`src/rtl/rx_elastic_fifo_pkg.sv`:
```
// Shared types for the rx elastic buffer: drop counter width, type and saturating increment.
// No storage, no latency, no flow control of its own.
package rx_elastic_fifo_pkg;
  localparam int DROP_CNT_W = 16;

  typedef logic [DROP_CNT_W-1:0] drop_cnt_t;

  function automatic drop_cnt_t sat_inc(input drop_cnt_t v);
    return (v == '1) ? v : v + drop_cnt_t'(1);
  endfunction
endpackage

```
`src/rtl/rx_elastic_fifo_ram_sdp.sv`:
```
// Simple-dual-port distributed storage: synchronous write, asynchronous read, contents not reset.
// Write visible on read port one edge after the write; no flow control.
module fifo_ram_sdp #(
  parameter int DATA_WIDTH = 8,
  parameter int DEPTH      = 16,
  parameter int AW         = $clog2(DEPTH)
) (
  input  logic                  clkIn,
  input  logic                  wrEnIn,
  input  logic [AW-1:0]         wrAddrIn,
  input  logic [DATA_WIDTH-1:0] wrDataIn,
  input  logic [AW-1:0]         rdAddrIn,
  output logic [DATA_WIDTH-1:0] rdDataOut
);
  logic [DATA_WIDTH-1:0] mem [DEPTH];

  always_ff @(posedge clkIn) begin
    if (wrEnIn) mem[wrAddrIn] <= wrDataIn;
  end

  assign rdDataOut = mem[rdAddrIn];
endmodule

```
`src/rtl/rx_elastic_fifo.sv`:
```
// FWFT elastic buffer with valid/ready read side, 1-cycle write-to-valid (0 with RX_ELASTIC_FIFO_BYPASS_EN).
// Writer is never backpressured: writes while full without a pop are dropped and counted.
module rx_elastic_fifo
  import rx_elastic_fifo_pkg::*;
#(
  parameter int DATA_WIDTH   = 8,
  parameter int DEPTH        = 16,
  parameter int AFULL_THRESH = DEPTH - 2
) (
  input  logic                     clkIn,
  input  logic                     rstNIn,
  input  logic                     wrEnIn,
  input  logic [DATA_WIDTH-1:0]    wrDataIn,
  input  logic                     rdReadyIn,
  output logic [DATA_WIDTH-1:0]    rdDataOut,
  output logic                     rdValidOut,
  output logic [$clog2(DEPTH):0]   levelOut,
  output logic                     fullOut,
  output logic                     almostFullOut,
  input  logic                     clrOverflowIn,
  output logic                     overflowOut,
  output logic [DROP_CNT_W-1:0]    dropCntOut
);
  localparam int AW = $clog2(DEPTH);
  localparam int LW = AW + 1;

  logic [AW-1:0]         wrPtr, rdPtr;
  logic [LW-1:0]         level, levelNext;
  logic                  validReg;
  logic [DATA_WIDTH-1:0] dataReg, headNext, ramRdData;
  logic                  fullReg, afullReg, ovfReg;
  drop_cnt_t             dropCnt;
  logic                  pop, accept, drop, isFull, isEmpty;

  assign isFull  = (level == LW'(DEPTH));
  assign isEmpty = (level == '0);

`ifdef RX_ELASTIC_FIFO_BYPASS_EN
  assign rdValidOut = validReg | (isEmpty & wrEnIn);
  assign rdDataOut  = (isEmpty & wrEnIn) ? wrDataIn : dataReg;
`else
  assign rdValidOut = validReg;
  assign rdDataOut  = dataReg;
`endif

  assign pop    = rdValidOut & rdReadyIn;
  assign accept = wrEnIn & (~isFull | pop);
  assign drop   = wrEnIn & isFull & ~pop;

  // Storage holds every queued word including the head; dataReg mirrors the head.
  // A bypass word consumed at level 0 is written and both pointers step past it.
  fifo_ram_sdp #(
    .DATA_WIDTH (DATA_WIDTH),
    .DEPTH      (DEPTH),
    .AW         (AW)
  ) u_ram (
    .clkIn     (clkIn),
    .wrEnIn    (accept),
    .wrAddrIn  (wrPtr),
    .wrDataIn  (wrDataIn),
    .rdAddrIn  (rdPtr + AW'(1)),
    .rdDataOut (ramRdData)
  );

  always_comb begin
    levelNext = level;
    if (accept && !pop)      levelNext = level + LW'(1);
    else if (pop && !accept) levelNext = level - LW'(1);
  end

  // After a pop the new head is the next stored word, or the incoming word if only one was held.
  always_comb begin
    headNext = dataReg;
    if (pop) begin
      if (level >= LW'(2)) headNext = ramRdData;
      else                 headNext = wrDataIn;
    end else if (isEmpty && accept) begin
      headNext = wrDataIn;
    end
  end

  always_ff @(posedge clkIn or negedge rstNIn) begin
    if (!rstNIn) begin
      wrPtr    <= '0;
      rdPtr    <= '0;
      level    <= '0;
      validReg <= 1'b0;
      dataReg  <= '0;
      fullReg  <= 1'b0;
      afullReg <= 1'b0;
      ovfReg   <= 1'b0;
      dropCnt  <= '0;
    end else begin
      if (accept) wrPtr <= wrPtr + AW'(1);
      if (pop)    rdPtr <= rdPtr + AW'(1);
      level    <= levelNext;
      validReg <= (levelNext != '0);
      dataReg  <= headNext;
      fullReg  <= (levelNext == LW'(DEPTH));
      afullReg <= (levelNext >= LW'(AFULL_THRESH));
      // Clear wins over a same-cycle drop, which then becomes the first counted drop.
      if (clrOverflowIn) begin
        ovfReg  <= drop;
        dropCnt <= drop ? drop_cnt_t'(1) : '0;
      end else if (drop) begin
        ovfReg  <= 1'b1;
        dropCnt <= sat_inc(dropCnt);
      end
    end
  end

  assign levelOut      = level;
  assign fullOut       = fullReg;
  assign almostFullOut = afullReg;
  assign overflowOut   = ovfReg;
  assign dropCntOut    = dropCnt;
endmodule

```
`config.mk`:
```
export PLATFORM = sky130hd
export DESIGN_NAME = rx_elastic_fifo
export DESIGN_NICKNAME = d
export VERILOG_FILES = /design/src/rtl/rx_elastic_fifo_pkg.sv /design/src/rtl/rx_elastic_fifo_ram_sdp.sv /design/src/rtl/rx_elastic_fifo.sv
export SDC_FILE = /design/constraint.sdc
export NUM_CORES = 1
export LEC_CHECK = 0
export CAP_MARGIN = 40
export CORE_UTILIZATION = 45
export DETAILED_ROUTE_END_ITERATION = 10
export PLACE_DENSITY = 0.73
export SLEW_MARGIN = 40
export SYNTH_ARGS = -nofsm -noshare
export SYNTH_HDL_FRONTEND = slang
export SYNTH_SLANG_ARGS = --single-unit
```
`constraint.sdc`:
```
create_clock -name clkIn -period 3.8 [get_ports clkIn]
set_input_delay 0.95 -clock clkIn [delete_from_list [all_inputs] [get_ports clkIn]]
set_output_delay 0.95 -clock clkIn [all_outputs]
set_load 0.03 [all_outputs]
```
* Word level (Yosys, flattened, before mapping)
Memories as Yosys holds them, arrays and structs flattened. Cells that the tools add are included.
Cells by class: add/subtract/negate cells 5, order comparisons 2, equality and inequality tests 4, mux-type cells 13, bitwise operators 7, reductions and logical operators 10
Operators with widths (count):
- 16-bit 2-to-1 mux | 3
- 8-bit 2-to-1 mux | 3
- 16-bit by 1-bit adder with 16-bit output (second input constant) | 1
- 16-bit equality test (second input constant) | 1
- 5-bit equality test (second input constant) | 2
- 5-bit 2-to-1 mux | 2
- 4-bit by 1-bit adder with 4-bit output (second input constant) | 2
- 5-bit by 1-bit adder with 5-bit output (second input constant) | 1
- 5-bit by 2-bit >= comparator with 1-bit output (second input constant) | 1
- 5-bit by 4-bit >= comparator with 1-bit output (second input constant) | 1
- 5-bit zero test | 1
- 1-bit 2-to-1 mux | 5
- 5-bit nonzero test | 1
- 5-bit by 1-bit subtractor with 5-bit output (second input constant) | 1
- 1-bit AND | 4
- 2-bit nonzero test | 2
- 1-bit logical AND | 3
- 1-bit zero test | 2
- 2-bit inequality test (second input constant) | 1
- 1-bit NOT | 2
- 2-bit AND reduction | 1
- 1-bit OR | 1
Storage, ports and cells: register bits 41, bits in writable memories 128, bits of input ports 13, output and inout bits 33, logic and storage cells 51, memories kept 1
Memory list:
- u_ram.mem | depth 16, bits a word 8, read ports 1, clocked after Yosys merged registers in 0, write ports 1, line rx_elastic_fifo_ram_sdp.sv:15 | logic [DATA_WIDTH-1:0] mem [DEPTH];

* Logic depth before layout (Yosys ltp)
Gate-level depths: netlist of run 1.
word-level depth 9, gate-level depth with buffers 8, mapped depth without buffers 7

* Modules after synthesis
From an unflattened synthesis of run 1, not the netlist that was laid out.
Unflattened totals: cells, all modules 432, area total of the unflattened synthesis 7264.5 um^2
Modules (own cells, without submodules):
- fifo_ram_sdp | instances 1, cells each 221, area each 4987.3 um^2, seq. area each 3843.7 um^2
- rx_elastic_fifo | instances 1, cells each 211, area each 2277.2 um^2, seq. area each 1026.0 um^2

* Worst setup path after synthesis of run 1
Ideal clock, no wire load.
kind input-to-reg, start point input port rdReadyIn, end point memory u_ram.mem[0][0] (enable), arrival time 2.326 ns, required time 3.405 ns, slack 1.080 ns, stages on the path 4, cell sequence and2_1 -> clkbuf_1 -> o21ai_0 -> nor4_1
On the way: word-level cells in the longest chain between the ends 5
RTL lines:
- start: declaration | line rx_elastic_fifo.sv:14 | input logic rdReadyIn,
- 1-bit AND | line rx_elastic_fifo.sv:46 | assign pop = rdValidOut & rdReadyIn;
- 1-bit OR | line rx_elastic_fifo.sv:47 | assign accept = wrEnIn & (~isFull | pop);
- 1-bit AND | line rx_elastic_fifo.sv:47
- 1-bit 2-to-1 mux | line rx_elastic_fifo_ram_sdp.sv:18 | if (wrEnIn) mem[wrAddrIn] <= wrDataIn;
- 1-bit 2-to-1 mux (not written as such) | line rx_elastic_fifo_ram_sdp.sv:18
- end: declaration | line rx_elastic_fifo_ram_sdp.sv:15
Every way passes these cells.

* Worst setup path after layout of run 1
start point input port rdReadyIn, end point memory u_ram.mem[6][0] (enable)
Same word-level chain as after synthesis.

==> summary.md, run 1 <==
| Metric | Value |
|---|---|
| Peak VDD IR | `0.000457 V` |
| Post-CTS Setup Bufs | `0` |
| Syn Nets | `450` |
| Root buf cell | `clkbuf_16` |
| Post-synth EDFFs | `128` |
| Most frequent cells in the layout | `edfxtp_1, clkdlybuf4s50_1, dfrtp_1` |
| Initial DRC count | `412` |
| CP max FO | `8` |
| Initial antenna violation count | `0` |
| Residual DRC count | `0` |
| ANT cells | `0` |
| Vias post-DR | `4173` |
| Number of port buffers | `45` |
| Commonest non-fill, non-tap cell in the layout | `edfxtp_1` |
| Status | `complete, no violations` |
| RSZ-0062 raised after global routing | `no` |
| Layout fillers | `1245` |
| Final setup fails | `0` |
| Setup WS post-layout | `0.721 ns` |
| Top cell by count, worst path | `and2_1` |
| Synth Warn # | `0` |
| Worst slew pin tran | `0.847 ns` |
| Cell family with most CP delay | `simple AND/OR/NAND/NOR gates` |
| H-Tree Depth | `4` |
| Total congestion overflow | `0` |
| Pwr dens | `774 mW/mm^2` |
| Finished Core Util | `55.5%` |
| Post-Syn Area per Cell | `16.9 sq um` |
| Synth async-reset ratio | `24.3%` |
| Final worst path period need | `3.08 ns` |
| Detailed Route WL | `15300 um` |
| Max Freq | `0.325 GHz` |
| Worst Setup End Kind | `flop` |
| Netlist cell types | `59` |
| Seq/Total Area, Yosys | `67.5%` |
| Crit-path cells | `clkdlybuf4s50_1 -> and2_1 -> o21ai_0 -> nor3b_1 -> and2_1` |
| Setup TNS Final | `0 ns` |
| WS Path Type | `input port to flop` |
| Crit path launch type | `input port` |
| CP bufs+invs | `1` |
| Die ar. | `0.0165 sq mm` |
| Leakage | `2.99 nW` |
| Final count of hold timing violations | `0` |
| Crit-path slowest cell | `clkdlybuf4s50_1` |
| Row cnt | `45` |
| Wire per inst | `21.4 um` |
| Class of the worst hold path | `input port to async pin` |
| Max Cap Viol | `0` |
| Clock latency at the later pin of the worst-skew pair | `0.44 ns` |
| Clock slew at reported path FFs | `0.07 ns` |
| CTS tree | `built` |
| Cell count after placement | `680` |
| Clock Sink Count | `169` |
| First-pass GRT wire length | `24100 um` |
| CP required | `3.89 ns` |
| Critical Path Max Stage Delay | `0.60 ns` |
| Resized cells post-CTS | `0` |
| Top Ports | `46` |
| Share of cells above drive strength 1 | `19.4%` |
| Routability cong. | `0.824` |
| HPWL after detailed placement | `9790 um` |
| CTS buffer count | `17` |
| Nets@finish | `511` |
| Vias in the first global route | `4129` |
| Syn Inst Count | `427` |
| Die X | `129 um` |
| Clk buf depth | `2` |
| Die H | `129 um` |
| Crit path DAT | `3.17 ns` |
| Synthesis-to-finish area growth | `18.6%` |
| Fin. max-slew vios | `0` |
| Flops & latches, synth | `169` |
| Core Region | `0.0154 sq mm` |
| DRT Pass-1 Iters | `6` |
| Place WS | `0.351 ns` |
| Final Cycle Share | `81.0%` |
| Hold_buf cts | `0` |
| Largest net degree at the start of global routing | `42` |
| Worst Skew | `0.00933 ns` |
| Post-DRT Antenna Nets | `0` |
| DR vias/cell | `5.86` |
| Non-Filler Instances | `712` |
| Initial core utilization | `46.8%` |
| GRT Resource Usage Total | `20.2%` |
| Post-synth top flop | `edfxtp_1` |
| Slew Limit Headroom | `43.6%` |
| Synth Cell Area | `0.00722 sq mm` |
[cell type report]
type                       instances  area (sq um)  share of cell area [%]
timing repair buffer              58           546                    6.38
tap                              211           264                    3.09
sequential                       169          4870                    56.9
multi-input combinational        229          2230                    26.0
clock inverter                    14           170                    1.99
inverter                          13          48.8                   0.570
clock buffer                      18           429                    5.02
[final timing paths]
check                       startpoint              end  slack, ns  cells after the start
min                             rstNIn   dropCntOut[11]       0.49                      1
max in group asynchronous       rstNIn     rdDataOut[3]       2.94                      1
max                          rdReadyIn  u_ram.mem[6][0]       0.72                      5
max reg2reg                levelOut[0]  u_ram.mem[8][7]       0.99                      7
min reg2reg                   rdPtr[3]         rdPtr[3]       0.53                      1
min in group clkIn            rdPtr[3]         rdPtr[3]       0.53                      1
[Yosys cell counts (all sizes together) (2+ instances only)]
cell type / instances / area share, %
a31oi: 2 / 0.17
nor4b: 3 / 0.66
nor2b: 2 / 0.17
mux4: 32 / 10
xor2: 5 / 0.61
nand3: 13 / 0.97
inv: 13 / 0.68
and2: 9 / 0.78
a21oi: 7 / 0.49
nor4: 10 / 1.3
nor3: 2 / 0.14
a211oi: 4 / 0.42
ha: 10 / 1.7
xnor2: 19 / 2.4
clkbuf: 5 / 0.28
a21boi: 2 / 0.31
nand2: 18 / 1.0
edfxtp: 128 / 53
nor2: 24 / 1.3
dfrtp: 41 / 14
or4: 2 / 0.26
o2111ai: 2 / 0.33
mux2i: 8 / 1.1
nand4: 6 / 0.61
a22oi: 14 / 1.5
buf: 11 / 0.87
nor3b: 2 / 0.21
a221o: 9 / 1.2
o21ai: 6 / 0.42
and3: 3 / 0.26
[layer usage]
metal / GRT usage (%) / up-vias / part of all wire (%)
li1: - / 1822 / -
met1: 27.8 / 2109 / 43
met2: 30.2 / 210 / 48
met3: 5.65 / 32 / 7.4
met4: 8.86 / 0 / 2.3
met5: 0 / - / 0
[through the flow]
stage	instance area, sq um	total power, mW	hold slack [ns]
after floorplan	7220	4.17	0.472
after global placement	7950	4.80	0.499
after detailed placement	7950	4.87	0.521
after CTS	8550	6.64	0.501
after global routing	8560	6.91	0.517
final	8560	6.62	0.491
[registers in the layout, summed over array words and instances, names as in the netlist]
name	cells
dropCntOut	16
rdPtr	4
wrPtr	4
overflowOut	1
levelOut	5
u_ram.mem	128
rdDataOut	8
fullOut	1
rdValidOut	1
almostFullOut	1
[power by group]
group	total, mW	switching (mW)	internal, mW
registers	2.48	0.218	2.26
clock network	1.76	0.725	1.04
logic	2.38	1.29	1.09
[cell families (layout without fill, tap and decap cells)]
family | count (synthesis) | in the layout | synth area share, %
AO/OA/AOI/OAI | 56 | 56 | 6.24
XOR/XNOR | 24 | 24 | 3.02
adder cells (fa/ha/maj) | 10 | 10 | 1.73
buffers and inverters | 29 | 103 | 1.82
flip-flops | 169 | 169 | 67.5
multiplexers | 40 | 40 | 11.1
AND/OR/NAND/NOR | 99 | 99 | 8.60
Power figures use the tool's default switching activity.
==> run 2: changes to the inputs <==
- clock period: 3.8 -> 3 ns (I/O delays scaled with it)
==> summary.md, run 2 (synthesized netlist as in run 1, its figures left out) <==
| Metric | Value |
|---|---|
| CTS tree | `built` |
| Final setup fails | `0 (unchanged)` |
| Peak VDD IR | `0.000527 V (+15%)` |
| Cell count after placement | `688 (+1.2%)` |
| Status | `complete, no violations` |
| DRT Pass-1 Iters | `5 (-1)` |
| Clock power frac | `26.3% (-0.3 points)` |
| Met3 WL | `874 um (-23%)` |
| Non-Filler Instances | `720 (+1.1%)` |
| Final worst path period need | `2.62 ns` |
| Fin. max-slew vios | `0 (unchanged)` |
| Clock latency at the later pin of the worst-skew pair | `0.43 ns (about the same)` |
| Worst Skew | `0.0104 ns (+0.00103 ns)` |
| WS Path Type | `flop to flop` |
| Met1 wire length | `6690 um (+2.8%)` |
| H-Tree Depth | `4 (unchanged)` |
| Post-DRT Antenna Nets | `0 (unchanged)` |
| Nets@finish | `519 (+1.6%)` |
| Commonest non-fill, non-tap cell in the layout | `edfxtp_1` |
| Root buf cell | `clkbuf_16` |
| Post-CTS Setup Bufs | `0 (unchanged)` |
| CTS buffer count | `17 (unchanged)` |
| Met2 WL | `7490 um (+3.2%)` |
| Max Cap Viol | `0 (unchanged)` |
| ANT cells | `0 (unchanged)` |
| Die ar. | `0.0165 sq mm (unchanged)` |
| RSZ-0062 raised after global routing | `no` |
| Final Cycle Share | `87.4%` |
| Initial antenna violation count | `0 (unchanged)` |
| Hold slack | `0.312 ns (-0.178 ns)` |
| Clock slew at reported path FFs | `0.06 ns (about the same)` |
| Final count of hold timing violations | `0 (unchanged)` |
| GRT Resource Usage Total | `20.0% (-0.24 points)` |
| HPWL after detailed placement | `9690 um (-1.1%)` |
| Die H | `129 um (unchanged)` |
| Sequential share of power | `37.2% (-0.2 points)` |
| Leakage | `3.05 nW (+1.8%)` |
| Internal power | `5.58 mW (+27%)` |
| CP required | `3.08 ns (-0.81 ns)` |
| CP max FO | `8 (unchanged)` |
| Design area | `0.00863 sq mm (+0.86%)` |
| Residual DRC count | `0 (unchanged)` |
| Largest net degree at the start of global routing | `42 (unchanged)` |
| Row cnt | `45 (unchanged)` |
| Synthesis-to-finish area growth | `19.6%` |
| Power share of the combinational group | `36.5% (+0.5 points)` |
| Number of port buffers | `45 (unchanged)` |
| Max Freq | `0.381 GHz` |
| Crit path DAT | `2.70 ns (-0.47 ns)` |
| Place WS | `0.100 ns (-0.251 ns)` |
| Placement Cell Area | `0.00802 sq mm (+0.91%)` |
| Setup TNS Final | `0 ns (unchanged)` |
| Largest register FFs | `128 (unchanged)` |
| Vias post-DR | `4119 (-1.3%)` |
| Wire per inst | `21.1 um (-1.4%)` |
| DR vias/cell | `5.72 (-2.4%)` |
| Initial core utilization | `46.8% (unchanged)` |
| Sw Pwr | `2.83 mW (+26%)` |
| Resized cells post-CTS | `0 (unchanged)` |
| Clock Sink Count | `169 (unchanged)` |
| Hold_buf cts | `0 (unchanged)` |
| Share of cells above drive strength 1 | `20.8% (+1.5 points)` |
| Pwr dens | `975 mW/mm^2 (+26%)` |
| Biggest register | `u_ram.mem` |
| Routability cong. | `0.802 (-2.7%)` |
| Top Ports | `46 (unchanged)` |
| Clk buf depth | `2 (unchanged)` |
| Max layer used | `met4` |
| Detailed Route WL | `15200 um (-0.26%)` |
| Worst slew pin tran | `0.769 ns (-0.0781 ns)` |
| Switching share of power | `33.6% (-0.17 points)` |
| Total congestion overflow | `0 (unchanged)` |
| First-pass GRT wire length | `23900 um (-0.74%)` |
| Die X | `129 um (unchanged)` |
| Initial DRC count | `379 (-8.0%)` |
| Vias in the first global route | `4154 (+0.61%)` |
| Class of the worst hold path | `input port to async pin` |
| Core Region | `0.0154 sq mm (unchanged)` |
| Most frequent cells in the layout | `edfxtp_1, clkdlybuf4s50_1, dfrtp_1` |
| Crit path launch type | `flop` |
| Setup WS post-layout | `0.378 ns (-0.343 ns)` |
| Slew Limit Headroom | `48.6% (+5.0 points)` |
| Worst Setup End Kind | `flop` |
## run 2: changes by cell type in the layout (fill, tap and decap cells not counted)
cell,change
buf_4,+7
clkinv_4,+3
inv_6,-3
clkbuf_8,+2
clkinv_1,-2
clkinvlp_4,-2
inv_8,+2
buf_12,+1
bufinv_16,-1
clkbuf_1,+1
## run 2: power by group through the flow
| stage | Clock [mW] | Sequential, mW | Combinational (mW) |
|---|---|---|---|
| floorplan | 0 | 3.26 | 2.02 |
| global placement | 0 | 3.15 | 3.02 |
| detailed placement | 0 | 3.17 | 3.07 |
| CTS | 2.25 | 3.13 | 3.10 |
| global route | 2.33 | 3.17 | 3.30 |
| finish | 2.22 | 3.13 | 3.07 |
## run 2: path summary, 6_finish.rpt
kind	startpoint	to	slack, ns	cells past startpoint
max	levelOut[0]	u_ram.mem[10][6]	0.38	7
min	rstNIn	dropCntOut[12]	0.31	1
max reg2reg	levelOut[0]	u_ram.mem[10][6]	0.38	7
min reg2reg	rdPtr[1]	rdPtr[1]	0.53	2
max in group asynchronous	rstNIn	wrPtr[3]	2.31	1
min in group clkIn	rdPtr[1]	rdPtr[1]	0.53	2
## run 2: cell type report
class,count,area (sq um)
flip-flops and latches,169,4870
repair buffers,66,618
inverters,13,48.8
well taps,211,264
multi-input cells,229,2230
fillers,1194,6800
clock buffers,21,460
clock inverters,11,140
## run 2: critical path, cell delays in order, from the launching register on
cell and delay, ns:
dfrtp_1 0.52, inv_1 0.16, ha_1 0.31, and4bb_2 0.35, a21boi_2 0.23, nand2_1 0.07, nor2_1 0.18, and2_1 0.43
## run 2: routing by layer
layer  track usage, %  vias to the layer above
met5                0                        -
met4             7.06                        0
met3             5.03                       19
met2             31.7                      135
met1             26.9                     2126
li1                 -                     1839
## run 2: per-stage QoR
| stage | utilization, % | total power [mW] |
|---|---|---|
| detailed placement | 52.0 | 6.24 |
| finish | 55.9 | 8.41 |
| CTS | 55.9 | 8.48 |
| floorplan | - | 5.28 |
| global route | 55.9 | 8.80 |
| global placement | 52.0 | 6.17 |
==> patch: new RTL, flow settings as in run 2 <==
Add a define of `RX_ELASTIC_FIFO_BYPASS_EN`.
--- a/src/rtl/rx_elastic_fifo.sv
+++ b/src/rtl/rx_elastic_fifo.sv
@@ -1,5 +1,7 @@
 // FWFT elastic buffer with valid/ready read side, 1-cycle write-to-valid (0 with RX_ELASTIC_FIFO_BYPASS_EN).
 // Writer is never backpressured: writes while full without a pop are dropped and counted.
+`define RX_ELASTIC_FIFO_BYPASS_EN
+
 module rx_elastic_fifo
   import rx_elastic_fifo_pkg::*;
 #(
Formal check against the unedited RTL: not equivalent (a bounded check fails within 4 cycles, from zero or initial values and one cycle with rstNIn low).
==> patch against run 2 <==
Design area about the same. Sequential share of layout area about the same. Power decreased by 3.4%. Synthesized cell count increased by 6.3%. Sequential cell count unchanged. Synthesized area decreased by 0.23%. Combinational power decreased by 4%. Setup slack got worse by 0.25 ns. Wire length increased by 2.6%. Register-to-register slack improved by 0.23 ns. Global-route usage increased by 0.99 points. Die area decreased by 0.23%. Fmax decreased by 8.6%. Critical endpoint is now rdDataOut[1].
==> patch: results (changes against run 2) <==
[place]
place_area_mm2 = 0.00803  ; was 0.00802 mm²
placedCellCount = 718  ; was 688
dp_slack_ns = 0.139  ; was 0.100 ns
hpwl_um = 10800  ; was 9690 µm
gp_congestion = 0.827  ; was 0.802

[pwr]
swShare_pct = 33.8  ; was 33.6%
p_leak_nw = 3.05  ; about the same
clock_power_share_pct = 25.8  ; was 26.3%
vdd_ir_drop_max_uv = 500  ; was 527 µV
total_power_w = 0.00813  ; was 0.00841 W
p_per_area_mw_per_mm2 = 941  ; was 975 mW/mm²
pg_seq_w = 0.00310

[final_layout]
multi_input_area_mm2 = 0.00225  ; was 0.00223 mm²
largest_reg_flops = 128  ; unchanged
final_nets = 554  ; was 519
drive_above_1_share_pct = 20.8  ; about the same
final-instance-count-excl-fill = 755  ; was 720
buffer_area_share_pct = 7.59  ; was 7.16%
clock_buffers = 18  ; was 21
regArea_mm2 = 0.00487  ; about the same
num-multi-input-gates = 265  ; was 229
signal_buffers = 71  ; was 66
clock_tree_area_fraction_pct = 6.58  ; was 6.96%
numSequentialCells = 169  ; unchanged
nNonClkInverters = 7  ; was 13
nFillCells = 1236  ; was 1194

[routing]
wl_um = 15600  ; was 15200 µm
ant_nets = 0  ; unchanged
drtIter0Drc = 480  ; was 379
first_pass_iters = 4  ; was 5
via_per_inst = 5.51  ; was 5.72

[global_route]
grtUsageTotal_pct = 21.0  ; was 20.0%
grt_pass1_wl_um = 24600  ; was 23900 µm
grt_pass1_vias = 4213  ; was 4154
grt_max_degree = 34  ; was 42

[synthesis]
synth_cell_types = 46  ; was 59
yosys-top-cells-count = edfxtp_1, dfrtp_1, nand2_1  ; was edfxtp_1, dfrtp_1, mux4_2
synth-xor-area-share_pct = 2.80  ; was 3.02%
seq_area_frac_synth_pct = 67.6  ; was 67.5%
netlist_area_mm2 = 0.00720  ; was 0.00722 mm²
syn_inst = 454  ; was 427
syn_nets = 477  ; was 450
synth_compound_area_share_pct = 4.66  ; was 6.24%
synth_fa_ha_area_share_pct = 1.74  ; was 1.73%
synth_area_leaders = edfxtp_1, dfrtp_1, mux4_2  ; unchanged
muxShareOfSynthArea_pct = 10.5  ; was 11.1%

[timing]
finalSetupTns_ns = 0  ; unchanged
skew_ns = 0.0126  ; was 0.0104 ns
relSlewSlack_pct = 63.7  ; was 48.6%

[clock_network]
cts-root-buf = clkbuf_16  ; unchanged

[critical_path]
cpPeakStageDelay_ns = 0.46  ; was 0.52 ns
critPathSlowestCell = dfrtp_2  ; was dfrtp_1
critPathArrivalTime_ns = 2.12  ; was 2.70 ns

[run_status]
status = finished clean  ; unchanged

patch: worst paths after layout:
path	start	endpoint	slack [ns]	cells after the start
max in group asynchronous	rstNIn	levelOut[0]	2.09	2
setup reg to reg	levelOut[1]	u_ram.mem[6][2]	0.61	8
min in group clkIn	dataReg[0]	dataReg[0]	0.52	1
hold / removal	rstNIn	dropCntOut[11]	0.25	1
hold reg to reg	dataReg[0]	dataReg[0]	0.52	1
setup / recovery	levelOut[1]	rdDataOut[1]	0.13	8
patch: timing repair:
item                                   4_1_cts  5_1_grt
setup endpoints to repair                    9        8
buffers inserted                             3        2
endpoints found under the hold margin        0        0
pin swaps                                    2        0
resized for setup                            1        2
patch: layer usage:
layer	wire [µm]	GRT usage, %	part of all wire [%]	up-vias
met1	6630	30.0	42	2097
met4	286	8.17	1.8	0
met2	7490	31.9	48	139
met3	1210	4.12	7.8	24
li1	-	-	-	1898
met5	0	0	0	-
